**config.mk**
```make
export PLATFORM = sky130hd
export DESIGN_NAME = wb_master_arb2
export DESIGN_NICKNAME = d
export VERILOG_FILES = /design/src/rtl/wb_master_arb2.sv
export SDC_FILE = /design/constraint.sdc
export NUM_CORES = 1
export LEC_CHECK = 0
export CORE_AREA = 8 8 119 121
export DETAILED_ROUTE_END_ITERATION = 6
export DIE_AREA = 0 0 127 129
export MAX_ROUTING_LAYER = met4
export PLACE_DENSITY_LB_ADDON = 0.25
export SYNTH_ARGS = -nofsm -noshare
export SYNTH_HDL_FRONTEND = slang
export SYNTH_HIERARCHICAL = 1
export SYNTH_SLANG_ARGS = --single-unit
```
**constraint.sdc**
```tcl
create_clock -name wb_clk_i -period 2.8 [get_ports wb_clk_i]
set_input_delay 0.42 -clock wb_clk_i [delete_from_list [all_inputs] [get_ports wb_clk_i]]
set_output_delay 0.42 -clock wb_clk_i [all_outputs]
set_load 0.03 [all_outputs]
```
**src/rtl/wb_master_arb2.sv**
```systemverilog
// Two-master pipelined Wishbone B4 arbiter: the bus is held for a whole cycle, accepted requests are
// capped at MAX_PENDING, and a watchdog aborts a cycle whose slave has stopped answering.

module wb_master_arb2_port #(
    parameter int DW = 32
) (
    input  logic          own,
    input  logic          bus_stall,
    input  logic          bus_ack,
    input  logic          bus_err,
    input  logic [DW-1:0] bus_dat,
    output logic          m_stall,
    output logic          m_ack,
    output logic          m_err,
    output logic [DW-1:0] m_dat
);
    assign m_stall = own ? bus_stall : 1'b1;
    assign m_ack   = own & bus_ack;
    assign m_err   = own & bus_err;
    assign m_dat   = own ? bus_dat : '0;
endmodule

module wb_master_arb2 #(
    parameter int AW             = 32,
    parameter int DW             = 32,
    parameter int RR_EN          = 1,
    parameter int MAX_PENDING    = 4,
    parameter int TIMEOUT_CYCLES = 1024
) (
    input  logic            wb_clk_i,
    input  logic            wb_rst_i,
    input  logic            m0_cyc_i,
    input  logic            m0_stb_i,
    input  logic            m0_we_i,
    input  logic [AW-1:0]   m0_adr_i,
    input  logic [DW-1:0]   m0_dat_i,
    input  logic [DW/8-1:0] m0_sel_i,
    output logic            m0_stall_o,
    output logic            m0_ack_o,
    output logic            m0_err_o,
    output logic [DW-1:0]   m0_dat_o,
    input  logic            m1_cyc_i,
    input  logic            m1_stb_i,
    input  logic            m1_we_i,
    input  logic [AW-1:0]   m1_adr_i,
    input  logic [DW-1:0]   m1_dat_i,
    input  logic [DW/8-1:0] m1_sel_i,
    output logic            m1_stall_o,
    output logic            m1_ack_o,
    output logic            m1_err_o,
    output logic [DW-1:0]   m1_dat_o,
    output logic            s_cyc_o,
    output logic            s_stb_o,
    output logic            s_we_o,
    output logic [AW-1:0]   s_adr_o,
    output logic [DW-1:0]   s_dat_o,
    output logic [DW/8-1:0] s_sel_o,
    input  logic            s_stall_i,
    input  logic            s_ack_i,
    input  logic            s_err_i,
    input  logic [DW-1:0]   s_dat_i
);
    localparam int SW = DW / 8;
    localparam int PW = $clog2(MAX_PENDING + 1);
    localparam int WW = $clog2(TIMEOUT_CYCLES);
    localparam logic [PW-1:0] PEND_MAX = PW'(MAX_PENDING);
    localparam logic [WW-1:0] WDOG_MAX = WW'(TIMEOUT_CYCLES - 1);

    typedef enum logic [1:0] {IDLE, BUSY, ABORT} state_t;

    typedef struct packed {
        logic          cyc;
        logic          stb;
        logic          we;
        logic [AW-1:0] adr;
        logic [DW-1:0] dat;
        logic [SW-1:0] sel;
    } req_t;

    state_t        state, state_nxt;
    logic          owner, owner_nxt;
    logic          last_grant, last_nxt;
    logic [PW-1:0] pending, pending_nxt;
    logic [WW-1:0] wdog, wdog_nxt;

    req_t [1:0] req;
    req_t       own_req;
    logic       busy, full, accept, resp, timeout, grant;

    assign req[0]  = {m0_cyc_i, m0_stb_i, m0_we_i, m0_adr_i, m0_dat_i, m0_sel_i};
    assign req[1]  = {m1_cyc_i, m1_stb_i, m1_we_i, m1_adr_i, m1_dat_i, m1_sel_i};
    assign own_req = req[owner];

    assign busy    = (state == BUSY);
    assign full    = (pending == PEND_MAX);
    assign s_cyc_o = busy & own_req.cyc;
    assign s_stb_o = s_cyc_o & own_req.stb & ~full;
    assign s_we_o  = busy & own_req.we;
    assign s_adr_o = busy ? own_req.adr : '0;
    assign s_dat_o = busy ? own_req.dat : '0;
    assign s_sel_o = busy ? own_req.sel : '0;

    assign accept  = s_stb_o & ~s_stall_i;
    assign resp    = s_ack_i | s_err_i;
    // A response or accept in the expiry cycle counts as progress, so it beats the abort.
    assign timeout = s_cyc_o & (pending != '0) & (wdog == WDOG_MAX) & ~resp & ~accept;

    always_comb begin
        if (req[0].cyc & req[1].cyc)
            grant = (RR_EN != 0) ? ~last_grant : 1'b0;
        else
            grant = req[1].cyc;
    end

    always_comb begin
        state_nxt   = state;
        owner_nxt   = owner;
        last_nxt    = last_grant;
        pending_nxt = pending;
        wdog_nxt    = wdog;
        case (state)
            IDLE: begin
                pending_nxt = '0;
                wdog_nxt    = '0;
                if (req[0].cyc | req[1].cyc) begin
                    state_nxt = BUSY;
                    owner_nxt = grant;
                    last_nxt  = grant;
                end
            end
            BUSY: begin
                if (!own_req.cyc || timeout) begin
                    state_nxt   = own_req.cyc ? ABORT : IDLE;
                    pending_nxt = '0;
                    wdog_nxt    = '0;
                end else begin
                    // Responses with nothing outstanding are forwarded but not counted.
                    if (accept && !(resp && pending != '0))
                        pending_nxt = pending + PW'(1);
                    else if (!accept && resp && pending != '0)
                        pending_nxt = pending - PW'(1);
                    if (resp || accept)
                        wdog_nxt = '0;
                    else if (pending != '0)
                        wdog_nxt = wdog + WW'(1);
                end
            end
            ABORT: begin
                pending_nxt = '0;
                wdog_nxt    = '0;
                if (!own_req.cyc)
                    state_nxt = IDLE;
            end
            default: state_nxt = IDLE;
        endcase
    end

    always_ff @(posedge wb_clk_i or posedge wb_rst_i) begin
        if (wb_rst_i) begin
            state      <= IDLE;
            owner      <= 1'b0;
            last_grant <= 1'b1;
            pending    <= '0;
            wdog       <= '0;
        end else begin
            state      <= state_nxt;
            owner      <= owner_nxt;
            last_grant <= last_nxt;
            pending    <= pending_nxt;
            wdog       <= wdog_nxt;
        end
    end

    logic [1:0]         own, m_stall, m_ack, m_err;
    logic [1:0][DW-1:0] m_dat;

    for (genvar i = 0; i < 2; i++) begin : g_port
        assign own[i] = busy & (owner == 1'(i));
        wb_master_arb2_port #(.DW(DW)) u_port (
            .own       (own[i]),
            .bus_stall (s_stall_i | full),
            .bus_ack   (s_ack_i),
            .bus_err   (s_err_i | timeout),
            .bus_dat   (s_dat_i),
            .m_stall   (m_stall[i]),
            .m_ack     (m_ack[i]),
            .m_err     (m_err[i]),
            .m_dat     (m_dat[i])
        );
    end

    assign m0_stall_o = m_stall[0];
    assign m0_ack_o   = m_ack[0];
    assign m0_err_o   = m_err[0];
    assign m0_dat_o   = m_dat[0];
    assign m1_stall_o = m_stall[1];
    assign m1_ack_o   = m_ack[1];
    assign m1_err_o   = m_err[1];
    assign m1_dat_o   = m_dat[1];
endmodule
```
# ---- Word level (Yosys, flattened, before mapping)
# Index checks and enable logic that the tools add are counted.
dict set report totals {
  reg_bits 17
  out_inout_bits 141
  inputBits 179
}
dict set report classes {
  n_lt_le_gt_ge 1
  addsub 3
  n_mux 23
  n_reduce_logical 17
  n_eq_ne 9
  bitwise_logic 26
}
# operator n
set op_table {}
lappend op_table {{71-bit two-way mux} 2}
lappend op_table {{32-bit two-way mux} 4}
lappend op_table {{10-bit two-way mux} 3}
lappend op_table {{10-bit one-hot mux with 2 select lines} 1}
lappend op_table {{1-bit bitwise AND} 16}
lappend op_table {{10-bit by 1-bit adder with 10-bit output (second input constant)} 1}
lappend op_table {{10-bit == test (second input constant)} 1}
lappend op_table {{3-bit two-way mux} 3}
lappend op_table {{2-bit two-way mux} 4}
lappend op_table {{4-bit by 1-bit inequality test with 1-bit output (second input constant)} 2}
lappend op_table {{1-bit inverter} 6}
lappend op_table {{2-bit one-hot mux with 3 select lines} 1}
lappend op_table {{3-bit one-hot mux with 2 select lines} 1}
lappend op_table {{2-bit AND reduction} 3}
lappend op_table {{1-bit logical AND} 4}
lappend op_table {{4-bit two-way mux} 1}
lappend op_table {{2-bit inequality test (second input constant)} 2}
lappend op_table {{1-bit bitwise OR} 4}
lappend op_table {{3-bit by 1-bit adder with 3-bit output (second input constant)} 1}
lappend op_table {{3-bit == test (second input constant)} 1}
lappend op_table {{1-bit logical NOT} 3}
lappend op_table {{1-bit two-way mux} 3}
lappend op_table {{3-bit AND reduction} 1}
lappend op_table {{3-bit nonzero test} 1}
lappend op_table {{other kinds (9)} 10}

# ---- Logic depth before layout (Yosys ltp)
dict set report logic_depth {
  ltp_word 13
  ltp_mapped 9
  depth_no_buf 8
}

# ---- Hierarchy
# Netlist, hierarchy kept.
# module cells_per_inst area_each_um2 n_inst
set modules_own_cells {}
lappend modules_own_cells {wb_master_arb2 205 1823.0 1}
lappend modules_own_cells {wb_master_arb2_port 38 277.8 2}

# ---- Worst setup path before layout
# OpenSTA, ideal clock, no wires.
dict set report synth_path {
  path_type {register to output}
  start {register state[1]}
  end {output m1_dat_o[0]}
  stages_incl_launch_ff 8
  path_slack_ns 0.620
  arrival_ns 1.760
  path_cell_list {dfrtp_1 -> buf_2 -> nor2b_1 -> and2_1 -> buf_2 -> clkbuf_1 -> clkbuf_2 -> and2_2}
}
dict set report synth_via {
  elab_chain_len 3
}
# element line_no
set synth_rtl {}
lappend synth_rtl {{start, declared} 80} ;# state_t state, state_nxt;
lappend synth_rtl {{start signal, assigned} 166} ;# state <= state_nxt;
lappend synth_rtl {{2-bit by 1-bit == test with 1-bit output} 94} ;# assign busy = (state == BUSY);
lappend synth_rtl {{1-bit bitwise AND} 178} ;# assign own[i] = busy & (owner == 1'(i));
lappend synth_rtl {{named net own[1]} 174} ;# logic [1:0] own, m_stall, m_ack, m_err;
lappend synth_rtl {{32-bit two-way mux} 20} ;# assign m_dat = own ? bus_dat : '0;
lappend synth_rtl {{end, declared} 51} ;# output logic [DW-1:0] m1_dat_o,
# The timed path passes the listed nets, and every way through them passes these cells.

# ---- Worst setup path in the final report
dict set report layout_path {
  start {register state[1]}
  end {output s_adr_o[19]}
}
dict set report layout_via {
  elab_chain_len 2
}
# element line_no
set layout_rtl {}
lappend layout_rtl {{2-bit by 1-bit == test with 1-bit output} 94}
lappend layout_rtl {{32-bit two-way mux} 99} ;# assign s_adr_o = busy ? own_req.adr : '0;
lappend layout_rtl {{end, declared} 55} ;# output logic [AW-1:0] s_adr_o,
# Every way passes these cells.

==> key figures <==
Clocking
  – Clock Tree Buf Depth: 2
  – Clk root buf: clkbuf_16
  – CTS Buf Count: 3
  – # hold bufs at CTS: 0
  – Clock-pin slew on the worst setup and hold paths: 50 ps
  – Sink Count: 17
  – Htree depth: 1
  – Clock latency at the later pin of the worst-skew pair: 250 ps
  – Post-CTS Setup Inserts: 0
  – CTS tree: built

GRT
  – GR Util All Layers: 21.2%
  – Initial antenna violation count: 5
  – Vias in the first global route: 3660
  – First-pass GRT wire length: 25.0 mm
  – Overflow after GRT: 0
  – Largest net degree at the start of global routing: 35

Synthesis
  – Largest area contributor in the netlist: a22o_1
  – Top post-synthesis cells by area: a22o_1 (29%), and2_2 (21%), dfrtp_1 (17%)
  – YS warnings: 6
  – Mapped Area: 2380 µm²
  – Cell variety after synth: 49
  – Flip-flop and latch count after synthesis: 17
  – Top-area cell type share of the netlist area: 28.7%
  – Cells after Synth: 281
  – EDFF count, synth: 0
  – Syn nets: 462
  – Asr flop ratio synth: 100%
  – Main synth FF type: dfrtp_1
  – Syn_area_per_cell: 8.46 µm²
  – Register area share after synthesis: 17.9%

Detailed routing
  – First-iteration detailed-routing DRC count: 205
  – Via density: 4.71
  – Final WL: 18.2 mm
  – Routed vias: 3534
  – DRT antenna net count: 0
  – Per-cell routed wire length: 24.2 µm
  – DRC: 0
  – First-pass detailed-route iteration total: 4

Worst setup path
  – R2R Path End: pending[2]
  – Crit-path max FO: 34
  – Worst R2R Setup Slack: 380 ps
  – Source of the critical timing path: state[1]
  – Critical Path RT: 2380 ps
  – Worst Setup End Kind: primary output
  – Critical path class: reg2out
  – R2r startpoint: pending[1]
  – CP arrival: 2270 ps
  – Worst R2R Path Depth: 7
  – Startpoint Class: register

Floorplanning
  – Die area: 16400 µm²
  – Die Y: 129 µm
  – Floorplan row count: 41
  – Core Region: 12300 µm²
  – Initial core utilization: 19.3%
  – Die Wd: 127 µm
  – Ports: 320

Placed design
  – IO buf count: 319
  – GP Congestion: 0.889
  – Dpl ws: 232 ps
  – DPL Wire Length: 16.0 mm

Power and ir drop
  – Leak pwr: 2.71 nW
  – Pwr dens: 1020 nW/µm²
  – Peak supply drop: 0.902 mV
  – Pwr Total: 6.35 mW

Cells and area
  – Share of layout cells above drive strength 1: 25.0%
  – Final core occ: 50.8%
  – Area Overhead vs Synth: 163%
  – Commonest non-fill, non-tap cell in the layout: clkdlybuf4s50_1
  – Most frequent cells in the layout: clkdlybuf4s50_1 (265), a22o_1 (78), and2_2 (68)
  – Layout Nets: 777

Timing
  – Slew @ Worst Pin: 650 ps
  – Endpoints failing hold: 0
  – FMAX: 372 MHz
  – Slew margin rel.: 56.6%
  – Clock skew: 2.69 ps
  – Min cycle time layout: 2690 ps
  – # setup viols final: 0
  – Max Slew Vio Count: 0
  – Final hold slack: 496 ps
  – Post-route setup slack: 110 ps
  – Tcrit/Tclk final: 96.1%
  – Setup TNS: 0 ps
  – RSZ-0062 raised after global routing: no

Flow run
  – Max Cap Viol: 0

Hold path
  – Hold Crit Endpoint: last_grant
  – Hold crit path type: reg2reg
  – Hold_sp: last_grant
  – Hold Path Stages: 2

Outcome
  – Status: complete, no violations
[per-stage QoR]
stage / std cells / area [µm²]
final: 750 / 6250
after global routing: 750 / 6250
after CTS: 745 / 6210
after detailed placement: 741 / 6130
after global placement: 741 / 6130
after floorplan: 281 / 2380
[Yosys cell counts, types with 2 or more instances]
cell / instances
o21bai_1: 2
nand4_1: 2
inv_1: 4
o21ai_0: 10
nor3_1: 5
nor2_1: 6
or2b_1: 2
and2_2: 68
dfrtp_1: 16
a22o_1: 78
clkbuf_1: 8
nand2_1: 11
o21ai_1: 2
and3_1: 5
buf_2: 9
clkbuf_2: 6
nand3_1: 4
nor2b_1: 6
a21oi_1: 2
nand2b_1: 2
a21o_1: 2
nor4_1: 4
[where the power goes]
part | leakage [nW] | switching, mW | internal, mW
clock network | 0.0409 | 0.0964 | 0.191
registers | 0.227 | 0.0435 | 0.282
logic | 2.44 | 3.07 | 2.67
[timing repair]
item	4_1_cts	5_1_grt
gates resized for setup	1	11
endpoints found under the setup margin	33	12
pin swaps	0	0
[final cells by class]
class,instances,area (µm²)
fillers,1160,6060
multi-input cells,236,1840
flip-flops and latches,17,427
well taps,150,188
diodes,5,12.5
inverters,5,18.8
clock inverters,1,5.00
repair buffers,333,3690
clock buffers,3,75.1
[how the worst max path moves through the flow]
stage	cells past startpoint	endpoint	slack, ps
final	6	s_adr_o[19]	110
after global routing	6	s_adr_o[19]	0.6
after CTS	6	m0_dat_o[30]	50
after detailed placement	5	s_stb_o	230
after global placement	5	s_adr_o[28]	260
after floorplan	7	m1_dat_o[0]	620
[kinds of logic after synthesis]
kind of cell / count (synthesis) / share of synthesized area (%)
simple gates: 126 / 36.4
compound gates: 104 / 37.0
buf+inv: 28 / 5.21
flops: 17 / 17.9
mux: 4 / 2.10
fa+ha+maj: 2 / 1.37
[metal layers]
metal  up-vias  global-route usage [%]  wire [µm]  part of all wire [%]
met5         -                       -          0                     0
met4         0                    2.52        184                   1.0
met3        12                    11.5       2410                    13
met2       177                    30.6       7880                    43
met1      1652                    26.1       7690                    42
li1       1693                       -          -                     -
[state kept, by name, indices dropped and copies added, names as in the netlist]
| signal | count |
|---|---|
| wdog | 10 |
| pending | 3 |
| state | 2 |
| last_grant | 1 |
| owner | 1 |
[worst max-delay path, stage by stage, from the launching register on]
cell and delay [ps]:
dfrtp_1 370, nor2b_1 220, and2b_2 210, buf_12 170, buf_12 190, a22o_1 170, clkdlybuf4s50_1 680
No activity file was read; power rests on OpenSTA's default activity.
